### config.mk
export PLATFORM = sky130hd
export DESIGN_NAME = aes_round_ctrl_flat
export DESIGN_NICKNAME = d
export VERILOG_FILES = /design/src/rtl/aes_round_ctrl_if.sv /design/src/rtl/aes_round_ctrl.sv /design/src/flat_wrapper.sv
export SDC_FILE = /design/constraint.sdc
export NUM_CORES = 1
export LEC_CHECK = 0
export ABC_CLOCK_PERIOD_IN_PS = 1950
export CORE_MARGIN = 2
export CORE_UTILIZATION = 48
export DETAILED_ROUTE_END_ITERATION = 8
export PLACE_DENSITY = 0.88
export SLEW_MARGIN = 20
export SYNTH_ARGS = -nofsm -noshare
export SYNTH_HDL_FRONTEND = slang
export SYNTH_SLANG_ARGS = --single-unit
### constraint.sdc
create_clock -name clk -period 1.95 [get_ports clk]
set_input_delay 0.585 -clock clk [delete_from_list [all_inputs] [get_ports clk]]
set_output_delay 0.585 -clock clk [all_outputs]
set_load 0.005 [all_outputs]
### src/rtl/aes_round_ctrl_if.sv
// aes_round_ctrl_if: start/dir request and busy/done status between the SPI front end and the round sequencer
//   start  level request from the front end
//   dir    0 = encrypt, 1 = decrypt, qualified by start
//   busy   sequencer is running an operation
//   done   result valid on the datapath output
//   master modport: front end; slave modport: sequencer
interface aes_round_ctrl_if;
    logic start;
    logic dir;
    logic busy;
    logic done;
    modport master (output start, dir, input busy, done);
    modport slave (input start, dir, output busy, done);
endinterface

### src/rtl/aes_round_ctrl.sv
// aes_round_ctrl: AES round sequencer driving key-schedule and cipher strobes cycle by cycle
//   clk, reset      clock and synchronous active-high reset
//   bus (slave)     start/dir request, busy/done status
//   abort           forces IDLE from any busy state; present only with AES_CTRL_ABORT_EN
//   ks_init/ks_step/ks_inv   key-schedule load, advance, inverse direction
//   ci_load/ci_step/ci_last  cipher initial key add, round, final round qualifier
//   ci_inv          latched direction
//   round           current round index
module aes_round_ctrl #(
    parameter int K = 128
) (
    input  logic                   clk,
    input  logic                   reset,
    aes_round_ctrl_if.slave        bus,
`ifdef AES_CTRL_ABORT_EN
    input  logic                   abort,
`endif
    output logic                   ks_init,
    output logic                   ks_step,
    output logic                   ks_inv,
    output logic                   ci_load,
    output logic                   ci_step,
    output logic                   ci_last,
    output logic                   ci_inv,
    output logic [3:0]             round
);
    localparam logic [3:0] NR = (K == 256) ? 4'd14 : (K == 192) ? 4'd12 : 4'd10;

    generate
        if (K != 128 && K != 192 && K != 256) begin : g_bad_k
            $error("aes_round_ctrl: K must be 128, 192 or 256");
        end
    endgenerate

    typedef enum logic [2:0] {IDLE, KEXP, LOAD, ROUND, DONE} state_t;

    state_t     state_q, state_d;
    logic [3:0] cnt_q, cnt_d;
    logic       inv_q, inv_d;

    always_ff @(posedge clk) begin
        if (reset) begin
            state_q <= IDLE;
            cnt_q   <= '0;
            inv_q   <= 1'b0;
        end else begin
            state_q <= state_d;
            cnt_q   <= cnt_d;
            inv_q   <= inv_d;
        end
    end

    always_comb begin
        state_d  = state_q;
        cnt_d    = cnt_q;
        inv_d    = inv_q;
        bus.busy = state_q != IDLE;
        bus.done = 1'b0;
        ks_init  = 1'b0;
        ks_step  = 1'b0;
        ks_inv   = 1'b0;
        ci_load  = 1'b0;
        ci_step  = 1'b0;
        ci_last  = 1'b0;
        case (state_q)
            IDLE: if (bus.start) begin
                inv_d   = bus.dir;
                cnt_d   = '0;
                state_d = bus.dir ? KEXP : LOAD;
            end
            // forward expansion to the last round key; cnt is left at NR for the decrypt LOAD
            KEXP: begin
                ks_init = cnt_q == 4'd0;
                ks_step = cnt_q != 4'd0;
                if (cnt_q == NR) state_d = LOAD;
                else cnt_d = cnt_q + 4'd1;
            end
            // encrypt loads round key 0 into the schedule alongside the initial key add
            LOAD: begin
                ci_load = 1'b1;
                ks_init = !inv_q;
                state_d = ROUND;
                cnt_d   = inv_q ? NR - 4'd1 : 4'd1;
            end
            ROUND: begin
                ks_step = 1'b1;
                ci_step = 1'b1;
                ks_inv  = inv_q;
                ci_last = inv_q ? cnt_q == 4'd0 : cnt_q == NR;
                if (ci_last) begin
                    state_d = DONE;
                    cnt_d   = '0;
                end else begin
                    cnt_d = inv_q ? cnt_q - 4'd1 : cnt_q + 4'd1;
                end
            end
            // held while start stays high so a level request cannot retrigger
            DONE: begin
                bus.done = 1'b1;
                if (!bus.start) state_d = IDLE;
            end
            default: state_d = IDLE;
        endcase
`ifdef AES_CTRL_ABORT_EN
        if (abort && state_q != IDLE) begin
            state_d = IDLE;
            cnt_d   = '0;
        end
`endif
    end

    assign ci_inv = inv_q;
    assign round  = cnt_q;
endmodule
### src/flat_wrapper.sv
// flat-port wrapper written by rule: the top's interface ports become plain ports
module aes_round_ctrl_flat 
#(
    parameter int K = 128
)
  (clk, reset, ks_init, ks_step, ks_inv, ci_load, ci_step, ci_last, ci_inv, round, bus_start, bus_dir, bus_busy, bus_done);
  aes_round_ctrl_if bus_i ();
  input  logic clk;
  input  logic reset;
  output logic ks_init;
  output logic ks_step;
  output logic ks_inv;
  output logic ci_load;
  output logic ci_step;
  output logic ci_last;
  output logic ci_inv;
  output logic [3:0] round;
  input wire logic [$bits(bus_i.start)-1:0] bus_start;
  input wire logic [$bits(bus_i.dir)-1:0] bus_dir;
  output wire logic [$bits(bus_i.busy)-1:0] bus_busy;
  output wire logic [$bits(bus_i.done)-1:0] bus_done;
  assign bus_i.start = bus_start;
  assign bus_i.dir = bus_dir;
  assign bus_busy = bus_i.busy;
  assign bus_done = bus_i.done;
  aes_round_ctrl #(.K(K)) u_core (.clk(clk), .reset(reset), .bus(bus_i), .ks_init(ks_init), .ks_step(ks_step), .ks_inv(ks_inv), .ci_load(ci_load), .ci_step(ci_step), .ci_last(ci_last), .ci_inv(ci_inv), .round(round));
endmodule
# [Word level (Yosys, flattened, before mapping)]
# Cells that the tools add are included.
[word_totals] regBits=8 input_bits=4 output_inout_bits=13 word_cells=44
[op_classes] addsub=2 eq_ne=10 n_mux=20 reduce_logical=9
[ops] operator="$mux W4" count=5
[ops] operator="$pmux W4 S4" count=1
[ops] operator="$pmux W3 S5" count=1
[ops] operator="$mux W3" count=4
[ops] operator="$reduce_bool A4 Y1" count=2
[ops] operator="$eq A3 B2 Y1 const B" count=2
[ops] operator="$mux W1" count=6
[ops] operator="$ne A2 B2 Y1 const B" count=3
[ops] operator="$add A4 B1 Y4 const B" count=1
[ops] operator="$eq A4 B4 Y1 const B" count=1
[ops] operator="$logic_not A4 Y1" count=1
[ops] operator="$ne A2 B1 Y1 const B" count=2
[ops] operator="$pmux W1 S2" count=2
[ops] operator="$reduce_and A4 Y1" count=1
[ops] operator="$sub A4 B1 Y4 const B" count=1
[ops] operator="$eq A3 B1 Y1 const B" count=1
[ops] operator="$eq A3 B3 Y1 const B" count=1
[ops] operator="$logic_not A3 Y1" count=1
[ops] operator="$reduce_and A3 Y1" count=1
[ops] operator="$reduce_bool A3 Y1" count=1
[ops] operator="$mux W2" count=1
[ops] operator="$reduce_and A2 Y1" count=1
[ops] operator="$logic_not A1 Y1" count=1

# [Depth between registers and ports, before layout]
# Gate-level depths: netlist of the first run.
[logic_depth] ltp_word=4 mapped_depth=6 ltp_nobuf=6

# [Worst setup path after synthesis of the first run]
# Ideal clock, no wire load.
[synth_path] path_type="register -> output" start="register u_core.cnt_q[0] (netlist: u_core.round[0])" end="output port ci_last" arrival_time_ns=1.270 required_ns=1.365 setup_slack_ns=0.095 path_stages_with_launch=6 n_path_buf=0 cell_sequence="dfxtp_1 inv_1 ha_1 and4bb_2 nor2_1 nor2_1"
[synth_via] elab_chain_len=3 elab_cells_between_ends=4 cone_classes="eq/ne: 1; mux: 2; reduce/logical: 1"
[synth_rtl] element="from (decl)" line_no="aes_round_ctrl.sv:38" rtl="logic [3:0] cnt_q, cnt_d;"
[synth_rtl] element="from (signal assigned)" line_no="aes_round_ctrl.sv:48" rtl="cnt_q <= cnt_d;"
[synth_rtl] element="$eq A4 B4 Y1 or $logic_not A4 Y1 (tied branches)" line_no="aes_round_ctrl.sv:89" rtl="ci_last = inv_q ? cnt_q == 4'd0 : cnt_q == NR;"
[synth_rtl] element="$mux W1 *" line_no="aes_round_ctrl.sv:89"
[synth_rtl] element="$mux W1 *" line_no="aes_round_ctrl.sv:65" rtl="case (state_q)"
[synth_rtl] element="to (decl)" line_no="flat_wrapper.sv:15" rtl="output logic ci_last;"
# Every way passes the cells marked *; elsewhere a longest branch is shown, timed or not.

# [Worst setup path in the final report of the first run]
[layout_path] start="register u_core.cnt_q[0] (netlist: u_core.round[0])" end="output port ks_init"
[layout_via] elab_chain_len=2
[layout_rtl] element="$logic_not A4 Y1" line_no="aes_round_ctrl.sv:73" rtl="ks_init = cnt_q == 4'd0;"
[layout_rtl] element="$pmux W1 S2" line_no="aes_round_ctrl.sv:65"
[layout_rtl] element="to (decl)" line_no="flat_wrapper.sv:10" rtl="output logic ks_init;"
# No other way between the ends.

==> results of run 1 <==
## worst min-delay path, cell delays in order (launching register included)
cell     delay (ns)
dfxtp_4        0.37
buf_4          0.15
a221o_1        0.14
## placed cells by master (no fill, tap or decap), types with 3 or more instances in the layout
cell / count
inv_1: 3
dfxtp_2: 7
nor2_1: 9
nand2b_1: 3
clkbuf_4: 3
a21oi_1: 8
dlygate4sd2_1: 4
nand2_1: 5
buf_4: 30
buf_2: 3
buf_6: 4
clkdlybuf4s50_1: 7
o211ai_1: 3
## flip-flops by register name, summed over array words and instances, names as in the netlist
| register | flops |
|---|---|
| u_core.round | 4 |
| u_core.state_q | 3 |
| u_core.ci_inv | 1 |
## metrics by stage
stage          total power, mW  setup TNS, ns  setup WS [ns]  area, um^2
6_report                 0.822         -0.174        -0.0742        1230
5_1_grt                  0.858         -0.388         -0.168        1230
4_1_cts                  0.774        -0.0944        -0.0944        1200
3_5_place_dp             0.548         -0.564         -0.263        1030
3_3_place_gp             0.533         -0.324         -0.175        1030
2_1_floorplan            0.372              0         0.0950         723
## cell families after synthesis
group	synth area share, %
AO/OA/AOI/OAI	25.6
XOR/XNOR	2.42
multiplexers	1.38
AND/OR/NAND/NOR	35.1
flip-flops	22.1
buffers and inverters	8.13
adder cells (fa/ha/maj)	5.19
## worst max path at each step
stage / depth (start not counted) / to
3_5_place_dp: 6 / ks_init
5_1_grt: 6 / ks_init
6_report: 6 / ks_init
4_1_cts: 6 / ks_init
3_3_place_gp: 6 / ks_init
2_1_floorplan: 5 / ci_last
## per-layer routing
metal  wire, um  part of all wire (%)  vias to the layer above  GRT usage [%]
li1           -                     -                      445              -
met1       1170                    40                      478           43.4
met2       1410                    48                       91           56.7
met3        261                   8.9                       15           6.38
met4         97                   3.3                        0           13.8
met5          0                     0                        -              0
## Yosys cell counts (all sizes together), types with 2 or more instances
cell type | n | share of area (%)
nor3 | 2 | 1.4
a21oi | 9 | 6.2
buf | 4 | 4.0
o21ai | 2 | 1.4
inv | 5 | 2.6
ha | 3 | 5.2
and3 | 3 | 3.3
and4bb | 2 | 3.5
nand2 | 6 | 3.1
xnor2 | 2 | 2.4
clkbuf | 2 | 1.0
o211ai | 3 | 3.1
or2 | 2 | 1.7
nor2 | 12 | 6.2
a31oi | 2 | 1.7
nand3 | 2 | 1.4
dfxtp | 8 | 22
nand2b | 3 | 2.6
nor2b | 2 | 1.7
and2 | 2 | 1.7
## layout make-up
cell class	count	area [um^2]
well taps	16	20.0
multi-input cells	76	574
repair buffers	50	413
fillers	82	226
flip-flops and latches	8	173
inverters	6	25.0
clock buffers	3	22.5
## repair_timing
| item | CTS | global route |
|---|---|---|
| pin swaps | 5 | 5 |
| endpoints found under the setup margin | 8 | 6 |
| gates resized for setup | 46 | 5 |
| hold endpoints to repair | 0 | 0 |
| hold buffers | 0 | 0 |
| buffers inserted | 8 | 4 |
## report_power, final
group / internal (mW) / total, mW / switching, mW
registers: 0.186 / 0.207 / 0.0204
clock network: 0.0716 / 0.148 / 0.0763
logic: 0.247 / 0.468 / 0.221
total: 0.504 / 0.822 / 0.318
==> results.cfg, run 1 <==
[run_status]
status = complete, but fails checks
failed_checks = setup timing

[place]
io_buffers = 16
hpwl_um = 1620
gp_congestion = 0.919
dp.cells = 144

[worst_setup_path]
slowest_stage = dfxtp_4
cpLargestDelayFamily = flip-flops
path_class = reg -> out
endpoint_kind = primary output
cpPeakStageDelay_ns = 0.36
crit_path_start = u_core.round[0]
path_cells = inv_4 -> ha_4 -> nor3b_4 -> a31oi_1 -> nor2_1 -> buf_2
r2r_start = u_core.round[0]
r2r_slack_ns = 0.08
reg2reg_depth = 9
reg2reg_to = u_core.round[0]
required_ns = 1.36
crit_buf_inv = 2
crit_arrival_ns = 1.44
crit_path_start_kind = flop
cp_max_fo = 3

[flow_run]
maxCapViolations = 0

[synthesis]
syn_area_um2 = 723
seq_area_frac_synth_pct = 22.1
syn-num-nets = 103
yosysUniqueCellTypes = 43
yosysWarnings = 0
syn_inst = 96
avgSynthCellArea_um2 = 7.53
synth-seq-cells = 8
async_reset_ff_share_pct = 0
synth_edf_count = 0
synthFlopType = dfxtp_1

[power]
vdd_ir_drop_max_v = 0.000447
pwr_density_cell_nw_per_um2 = 670
p_leak_nw = 0.594

[sta]
drv_slew = 0
setup_viol = 3
min_period_ns = 2.02
fin_skew_ns = 0.00374
relSlewSlack_pct = 75.2
fmax_ghz = 0.494
hold_violations = 0
rsz0062_at_grt = yes
min_period_over_period_pct = 104
timing.hold.ws_ns = 0.688
worst_slack_ns = -0.0742
worstMarginPinSlew_ns = 0.363

[detailed_routing]
vias_per_cell = 6.47
drcViolationCount = 0
drt_iter0_drc = 62
antenna_left = 0
num_vias = 1029
wl_per_cell_um = 18.5
routed_wl_um = 2940
dr.pass1.iters = 4

[clock_network]
clockBufferDepth = 2
clkTransAtPathRegs_ns = 0.07
tritoncts = yes
cts.sinks = 8
cts_root_buffer = clkbuf_4
clock_latency_ns = 0.27
cts.htree.levels = 1
numCtsBuffers = 3

[grt]
grt_max_degree = 10
overflow = 0
grt_pass1_wl_um = 4690
grtUsageTotal_pct = 34.3
antenna_found_initial = 0
first_global_vias = 956

[floorplan]
dieArea_um2 = 1830
core_area_um2 = 1450
ios = 17
die_h_um = 42.8
start_util_pct = 49.7
fp.dieW_um = 42.8
rows = 14

[worst_hold_path]
min_to = u_core.round[0]
hold_depth = 2
min_from = u_core.round[0]
hold_path_class = reg -> reg

[cells_and_area]
diodes = 0
instances_no_fill = 159
drive_gt1_share_pct = 46.2
areaGrowthSynthToFinish_pct = 69.7
utilization_pct = 84.4
fin_nets = 152
No activity file was read; power rests on OpenSTA's default activity.
==> inputs of run 2 (changes only) <==
- PLACE_DENSITY: 0.88 -> 0.83
==> results.cfg, run 2 (synthesized netlist as in run 1, its figures left out) <==
[floorplan]
start_util_pct = 49.7
fp.dieW_um = 42.8
dieArea_um2 = 1830
rows = 14
core_area_um2 = 1450
die_h_um = 42.8
ios = 17

[sta]
min_period_over_period_pct = 105
fin_skew_ns = 0.000479
worstMarginPinSlew_ns = 0.455
timing.hold.ws_ns = 0.713
drv_slew = 0
min_period_ns = 2.05
hold_violations = 0
setup_viol = 3
rsz0062_at_grt = yes
worst_slack_ns = -0.0954
relSlewSlack_pct = 68.9
fmax_ghz = 0.489

[worst_setup_path]
crit_path_start = u_core.round[0]
r2r_slack_ns = 0.04
reg2reg_to = u_core.round[0]
endpoint_kind = primary output
critical_path.endpoint = ks_init
cpPeakStageDelay_ns = 0.34
path_class = reg -> out
r2r_start = u_core.round[1]
crit_path_start_kind = flop
required_ns = 1.36
path_cells = inv_4 -> ha_4 -> nor3b_4 -> a31oi_1 -> nor2_1 -> buf_2
crit_arrival_ns = 1.46
slowest_stage = dfxtp_2
cp_max_fo = 3
reg2reg_depth = 9

[cells_and_area]
final_cell_mix = buf_4, nor2_1, a21oi_1
drive_gt1_share_pct = 42.6
final_area_um2 = 1180
diodes = 0
fin_nets = 145
areaGrowthSynthToFinish_pct = 63.8
final_common_cell = buf_4
largest_reg_flops = 4

[grt]
grt_max_degree = 15
first_global_vias = 979
grtUsageTotal_pct = 34.2
grt_pass1_wl_um = 4660
antenna_found_initial = 0
overflow = 0

[power]
pwr_density_cell_nw_per_um2 = 671
power_uw = 795
p_leak_nw = 0.594
vdd_ir_drop_max_v = 0.000540

[detailed_routing]
dr.pass1.iters = 4
drcViolationCount = 0
num_vias = 992
wl_per_cell_um = 19.8
drt_iter0_drc = 64
vias_per_cell = 6.53
antenna_left = 0
routed_wl_um = 3010

[clock_network]
clkTransAtPathRegs_ns = 0.06
numCtsBuffers = 3
clock_latency_ns = 0.27
cts_root_buffer = clkbuf_4
cts.htree.levels = 1
holdBufCountCts = 0
tritoncts = yes
clockBufferDepth = 2
cts.sinks = 8

[run_status]
status = complete, but fails checks
failed_checks = setup timing

[place]
io_buffers = 16
hpwl_um = 1610
placed_area_um2 = 1040
gp_congestion = 0.858

[worst_hold_path]
hold_path_class = reg -> reg

[flow_run]
maxCapViolations = 0
[run 2: cell count changes in the layout (fill, tap and decap cells not counted), sizes merged]
| cell | change |
|---|---|
| dlygate4sd2 | -2 |
| clkdlybuf4s50 | -1 |
| buf | -8 |
| clkbuf | +1 |
| dlymetal6s2s | +3 |
[run 2: area by class of cell]
type | instances | area, um^2
Clock buffer | 3 | 22.5
Tap cell | 16 | 20.0
Fill cell | 79 | 269
Multi-Input combinational cell | 76 | 568
Inverter | 6 | 25.0
Timing Repair Buffer | 43 | 379
Sequential cell | 8 | 170
[run 2: how the worst min path moves through the flow]
stage | from | to | slack [ns] | cells after the start
5_1_grt | u_core.state_q[1] | u_core.state_q[1] | 0.72 | 3
3_5_place_dp | u_core.round[0] | u_core.round[0] | 0.63 | 2
3_3_place_gp | u_core.round[0] | u_core.round[0] | 0.61 | 2
2_1_floorplan | u_core.state_q[1] | u_core.state_q[1] | 0.54 | 2
4_1_cts | u_core.round[0] | u_core.round[0] | 0.65 | 2
6_report | u_core.round[3] | u_core.round[3] | 0.71 | 3
[run 2: power breakdown]
group | leakage (nW) | total, mW | internal, mW | switching [mW]
clock network | 0.0138 | 0.143 | 0.0715 | 0.0716
logic | 0.512 | 0.446 | 0.229 | 0.217
registers | 0.0687 | 0.206 | 0.185 | 0.0218
total | 0.594 | 0.795 | 0.485 | 0.310
[run 2: per-layer routing]
layer  wire length (um)  vias up  part of all wire [%]  GRT usage [%]
met2               1470       90                    49           56.4
met1               1130      449                    37           39.0
met4                150        0                   5.0           21.9
met3                268       23                   8.9           8.09
met5                  0        -                     0              0
li1                   -      430                     -              -
[run 2: timing repair]
action	in CTS	in global routing
resized for setup	35	13
buffers inserted	2	4
pin swaps	5	5
setup endpoints to repair	8	8
[run 2: per-stage QoR]
step / instances / util (%) / worst slack, ns / setup TNS (ns)
after detailed placement: 143 / 71.3 / -0.219 / -0.485
after global placement: 143 / 71.3 / -0.196 / -0.339
final: 152 / 81.5 / -0.0954 / -0.210
after floorplan: 96 / - / 0.0950 / 0
after CTS: 148 / 78.7 / -0.105 / -0.279
after global routing: 152 / 81.5 / -0.129 / -0.306
[run 2: worst max-delay path, delay by kind of cell (launching register included)]
family	cells	cell delay [ns]
AO/OA/AOI/OAI	1	0.14
buffers and inverters	2	0.18
flip-flops	1	0.34
adder cells (fa/ha/maj)	1	0.14
AND/OR/NAND/NOR	2	0.38
==> inputs of run 3 (changes only) <==
- CAP_MARGIN: unset -> 20
==> results of run 3 <==
No change in the layout: final DEF, timing and power equal those of run 2.
